<file path="src/rtl/dual_issue_sched.sv">
// Dual-issue scheduler: decides whether a decoded instruction pair issues together,
// splits across two cycles, or bubbles behind an outstanding load.
`ifndef RF_ADDR_WIDTH
`define RF_ADDR_WIDTH 5
`endif

module dual_issue_sched #(
  parameter int RF_ADDR_WIDTH = `RF_ADDR_WIDTH,
  parameter int CNT_WIDTH     = 16
) (
  input  logic                     clk,
  input  logic                     rst_n,
  input  logic                     flush,
  input  logic                     ex_ready,
  input  logic                     id_valid0,
  input  logic [RF_ADDR_WIDTH-1:0] id_rd0,
  input  logic                     id_RdWrtEn0,
  input  logic                     id_LdEn0,
  input  logic                     id_MemEn0,
  input  logic [RF_ADDR_WIDTH-1:0] id_rs1_0,
  input  logic [RF_ADDR_WIDTH-1:0] id_rs2_0,
  input  logic                     id_valid1,
  input  logic [RF_ADDR_WIDTH-1:0] id_rd1,
  input  logic                     id_RdWrtEn1,
  input  logic                     id_LdEn1,
  input  logic                     id_MemEn1,
  input  logic [RF_ADDR_WIDTH-1:0] id_rs1_1,
  input  logic [RF_ADDR_WIDTH-1:0] id_rs2_1,
  output logic                     issue0_fire,
  output logic                     issue1_fire,
  output logic                     id_ready,
  output logic                     fwd1_rs1_en,
  output logic                     fwd1_rs2_en,
  output logic [1:0]               sched_state,
  output logic [CNT_WIDTH-1:0]     split_cnt,
  output logic [CNT_WIDTH-1:0]     bubble_cnt
);

  typedef enum logic [1:0] {
    PAIR  = 2'd0,
    HOLD1 = 2'd1
  } state_e;

  state_e                   state_q, state_d;
  logic                     ld_pend_q, ld_pend_d;
  logic [RF_ADDR_WIDTH-1:0] ld_rd_q, ld_rd_d;
  logic [CNT_WIDTH-1:0]     split_cnt_q, split_cnt_d;
  logic [CNT_WIDTH-1:0]     bubble_cnt_q, bubble_cnt_d;

  logic in_hold;
  logic slot1_valid;
  logic ldhaz0, ldhaz1;
  logic raw01, raw01_rs1, raw01_rs2;
  logic split;
  logic split_inc, bubble_inc;

  // Any encoding other than HOLD1 behaves as PAIR.
  assign in_hold     = (state_q == HOLD1);
  assign slot1_valid = id_valid0 & id_valid1;

  assign ldhaz0 = ld_pend_q &
                  (((id_rs1_0 != '0) && (id_rs1_0 == ld_rd_q)) ||
                   ((id_rs2_0 != '0) && (id_rs2_0 == ld_rd_q)));
  assign ldhaz1 = ld_pend_q &
                  (((id_rs1_1 != '0) && (id_rs1_1 == ld_rd_q)) ||
                   ((id_rs2_1 != '0) && (id_rs2_1 == ld_rd_q)));

  assign raw01_rs1 = id_RdWrtEn0 && (id_rd0 != '0) && (id_rd0 == id_rs1_1);
  assign raw01_rs2 = id_RdWrtEn0 && (id_rd0 != '0) && (id_rd0 == id_rs2_1);
  assign raw01     = raw01_rs1 | raw01_rs2;
  assign split     = (raw01 & id_LdEn0) | (id_MemEn0 & id_MemEn1);

  always_comb begin
    issue0_fire  = 1'b0;
    issue1_fire  = 1'b0;
    id_ready     = 1'b0;
    fwd1_rs1_en  = 1'b0;
    fwd1_rs2_en  = 1'b0;
    split_inc    = 1'b0;
    bubble_inc   = 1'b0;
    state_d      = state_q;
    ld_pend_d    = ld_pend_q;
    ld_rd_d      = ld_rd_q;

    if (!rst_n) begin
      state_d = PAIR;
    end else if (flush) begin
      state_d   = PAIR;
      ld_pend_d = 1'b0;
    end else if (ex_ready) begin
      if (in_hold) begin
        if (ldhaz1) begin
          bubble_inc = 1'b1;
        end else begin
          issue1_fire = 1'b1;
          id_ready    = 1'b1;
          state_d     = PAIR;
        end
      end else if (!id_valid0) begin
        id_ready = 1'b1;
      end else if (ldhaz0 || (slot1_valid && ldhaz1)) begin
        bubble_inc = 1'b1;
      end else if (!slot1_valid) begin
        issue0_fire = 1'b1;
        id_ready    = 1'b1;
      end else if (split) begin
        issue0_fire = 1'b1;
        split_inc   = 1'b1;
        state_d     = HOLD1;
      end else begin
        issue0_fire = 1'b1;
        issue1_fire = 1'b1;
        id_ready    = 1'b1;
        fwd1_rs1_en = raw01_rs1;
        fwd1_rs2_en = raw01_rs2;
      end

      // Only the youngest fired load is tracked; a pair of loads always splits.
      ld_pend_d = 1'b0;
      if (issue1_fire && id_LdEn1 && id_RdWrtEn1 && (id_rd1 != '0)) begin
        ld_pend_d = 1'b1;
        ld_rd_d   = id_rd1;
      end else if (issue0_fire && id_LdEn0 && id_RdWrtEn0 && (id_rd0 != '0)) begin
        ld_pend_d = 1'b1;
        ld_rd_d   = id_rd0;
      end
    end

    split_cnt_d  = (split_inc && (split_cnt_q != '1)) ?
                   split_cnt_q + CNT_WIDTH'(1) : split_cnt_q;
    bubble_cnt_d = (bubble_inc && (bubble_cnt_q != '1)) ?
                   bubble_cnt_q + CNT_WIDTH'(1) : bubble_cnt_q;
  end

  always_ff @(posedge clk) begin
    if (!rst_n) begin
      state_q      <= PAIR;
      ld_pend_q    <= 1'b0;
      ld_rd_q      <= '0;
      split_cnt_q  <= '0;
      bubble_cnt_q <= '0;
    end else begin
      state_q      <= state_d;
      ld_pend_q    <= ld_pend_d;
      ld_rd_q      <= ld_rd_d;
      split_cnt_q  <= split_cnt_d;
      bubble_cnt_q <= bubble_cnt_d;
    end
  end

  assign sched_state = state_q;
  assign split_cnt   = split_cnt_q;
  assign bubble_cnt  = bubble_cnt_q;

endmodule

</file>
<file path="config.mk">
export PLATFORM = sky130hd
export DESIGN_NAME = dual_issue_sched
export DESIGN_NICKNAME = d
export VERILOG_FILES = /design/src/rtl/dual_issue_sched.sv
export SDC_FILE = /design/constraint.sdc
export NUM_CORES = 1
export LEC_CHECK = 0
export BUFFER_PORTS_ARGS = -buffer_cell sky130_fd_sc_hd__buf_2
export CORE_ASPECT_RATIO = 1.75
export CORE_MARGIN = 5
export CORE_UTILIZATION = 40
export CTS_CLUSTER_DIAMETER = 30
export DETAILED_ROUTE_END_ITERATION = 10
export SLEW_MARGIN = 20
export SYNTH_ARGS = -nofsm -noshare
export SYNTH_HDL_FRONTEND = slang
export SYNTH_SLANG_ARGS = --single-unit
</file>
<file path="constraint.sdc">
create_clock -name clk -period 4.6 [get_ports clk]
set_clock_uncertainty 0.15 [all_clocks]
set_input_delay 0.46 -clock clk [delete_from_list [all_inputs] [get_ports clk]]
set_output_delay 0.46 -clock clk [all_outputs]
set_load 0.1 [all_outputs]
</file>
==> metrics.yaml <==
logic_synthesis:
  post-synth-top-count-cell: "dfxtp_1"
  ys_top_cells_by_area: "dfxtp_1, xor2_1, or4_1"
  async_flop_share_pct: 0
  synth_largest_area_cell: "dfxtp_1"
  syn_area_um2: 2660
  synth_edf_count: 0
  seq_area_frac_synth_pct: 29.4
  synth_top_area_share_pct: 29.4
  ys_ff_latch: 39
  synth_common_cells: "dfxtp_1, a21oi_1, nand2_1, or4_1, o31ai_1"
  syn-num-nets: 377
  syn_inst: 333
  ys.flop_type: "dfxtp_1"
  yosysUniqueCellTypes: 50
  yosysWarnings: 0
  syn_avg_cell_area_um2: 7.98
worst_setup_path:
  cp.arrival_ns: 2.91
  reg2reg_depth: 7
  end_kind: "output pin"
  path_cells: "xor2_1 -> nor3_1 -> a32oi_1 -> o32ai_2 -> a21oi_2 -> buf_4 -> a21bo_2 -> a21oi_1 -> buf_2"
  timing.rr.start: "ld_rd_q[4]"
  r2r_end: "split_cnt[5]"
  required_ns: 3.99
  slowest_delay_ns: 0.54
  cp_slowest_cell: "dfxtp_1"
  worstPathMaxFanout: 30
  rrSetupSlack_ns: 1.53
  critPathKind: "flip-flop to output pin"
  critPathLaunchType: "flip-flop"
outcome:
  status: "finished clean"
placed_design:
  port-buffer-count: 79
  placed_area_um2: 3070
  placedCellCount: 470
  place_congestion: 0.937
  dp_hpwl_um: 5830
die:
  initial_core_util_pct: 40.9
  pin_count: 81
  coreArea_um2: 6490
  die_y_um: 118
  rows: 39
  die-area_um2: 8430
  die_w_um: 71.6
global_route:
  grt-ovfl-total: 0
  grt_pass1_wl_um: 13000
  grt_usage_pct: 18.8
  grt_pass1_vias: 2862
  grt_max_degree: 32
  antenna_found_initial: 0
route:
  drtAntennaViolNets: 0
  vias_per_cell: 5.90
  vias: 2818
  drt_iter0_markers: 169
  dr.pass1.iters: 4
  routedWlPerCell_um: 16.3
  drc: 0
  wl_um: 7780
timing:
  max_freq_mhz: 284
  layout_min_cycle_time_ns: 3.52
  final-max-slew-violation-count: 0
  rsz0062_at_grt: "no"
  post-route-period-util_pct: 76.6
  tightest_slew_ns: 1.00
  max_slew_margin_pct: 33.3
  hold_viol: 0
  setup_violations: 0
  finalSetupTns_ns: 0
  whs_ns: 0.287
final_layout:
  areaGrowthSynthToFinish_pct: 20.9
  layout.cells.non_filler: 478
  num_antenna_cells: 0
  regArea_um2: 781
  postLayoutCellArea_um2: 3210
  final_util_pct: 49.5
  fill_cells: 664
  multi_input_area_um2: 1730
  nets: 439
  drive_gt1_share_pct: 24.7
cts:
  cts_hold_buffers: 0
  htree_levels: 2
  cts_sinks: 39
  cts_buffer_depth: 2
  cts_tree: "built"
  cts_buffers: 5
  root_buffer: "clkbuf_16"
  clkTransAtPathRegs_ns: 0.06
  clk_latency_ns: 0.28
  post-cts-setup-buffer-count: 0
  cts_resized: 0
power:
  ir_worst_vdd_mv: 0.196
  p_leak_nw: 1.30
  p_per_area_nw_per_um2: 250
min_path:
  holdCritPathClass: "primary input to flip-flop"
  holdPathEnd: "ld_pend_q"
  worstHoldPathCells: 2
  min_from: "ex_ready"
run:
  drv_cap: 0
## report_power, final
group | leakage (nW) | switching, mW | internal [mW]
Combinational | 0.914 | 0.0671 | 0.0459
Sequential | 0.315 | 0.00828 | 0.341
Clock | 0.0669 | 0.140 | 0.200
## registers in the layout, summed over array words and instances, names as in the netlist
signal,count
bubble_cnt,16
split_cnt,16
ld_rd_q,5
ld_pend_q,1
sched_state,1
## area by class of cell
class                      count  area share, %
clock buffer                   6           4.01
inverter                       9           1.05
tap                           82           3.20
multi-input combinational    258           54.0
clock inverter                 2          0.390
timing repair buffer          82           13.0
sequential                    39           24.3
## cells in the final DEF, fill, tap and decap left out, types with 6 or more instances in the layout
cell type  count
buf_2         79
nor3_1         6
nand2_1       28
and2_1         8
inv_1          9
o21ai_0        6
dfxtp_1       39
and3_1         9
o31ai_1       24
xor2_1        22
nor4_1         7
or4_1         25
nor2_1         8
nand3_1       16
xnor2_1        6
a21oi_1       29
## critical path, delay by kind of cell, from the launching register on
kind	cells	cell delay [ns]
buffers and inverters	2	0.73
AND/OR/NAND/NOR	1	0.06
XOR/XNOR	1	0.19
flip-flops	1	0.54
AO/OA/AOI/OAI	5	1.11
## kinds of logic after synthesis
logic type,after synthesis,share of synthesized area (%)
other,1,0.141
buffers and inverters,36,5.89
DFF,39,29.4
muxes,5,1.88
xor gates and xnor gates,28,9.23
AOI/OAI and AO/OA,93,24.8
adders and majority gates,2,0.942
and+or+nand+nor,129,27.7
## per-layer routing
layer  GRT usage (%)  routed length (um)  up-vias
met1            20.6                3090     1328
met5               0                   0        -
met2            33.0                4050       82
li1                -                   -     1392
met4            10.6                 269        0
met3            3.25                 375       16
## metrics by stage
| step | total power, mW | setup slack [ns] |
|---|---|---|
| 5_1_grt | 0.838 | 0.806 |
| 2_1_floorplan | 0.432 | 0.614 |
| 6_report | 0.802 | 1.08 |
| 3_5_place_dp | 0.470 | 1.31 |
| 3_3_place_gp | 0.469 | 1.29 |
| 4_1_cts | 0.814 | 1.04 |
## worst max-delay path by stage
| stage | start | end | cells after the start | slack [ns] |
|---|---|---|---|---|
| detailed placement | id_rs2_1[0] | id_ready | 10 | 1.31 |
| global route | ld_rd_q[4] | id_ready | 9 | 0.81 |
| CTS | ld_rd_q[4] | id_ready | 9 | 1.04 |
| finish | ld_rd_q[4] | id_ready | 9 | 1.08 |
| floorplan | id_rs2_1[0] | id_ready | 8 | 0.61 |
| global placement | id_rs1_1[0] | id_ready | 10 | 1.29 |
No activity file was read; power rests on OpenSTA's default activity.
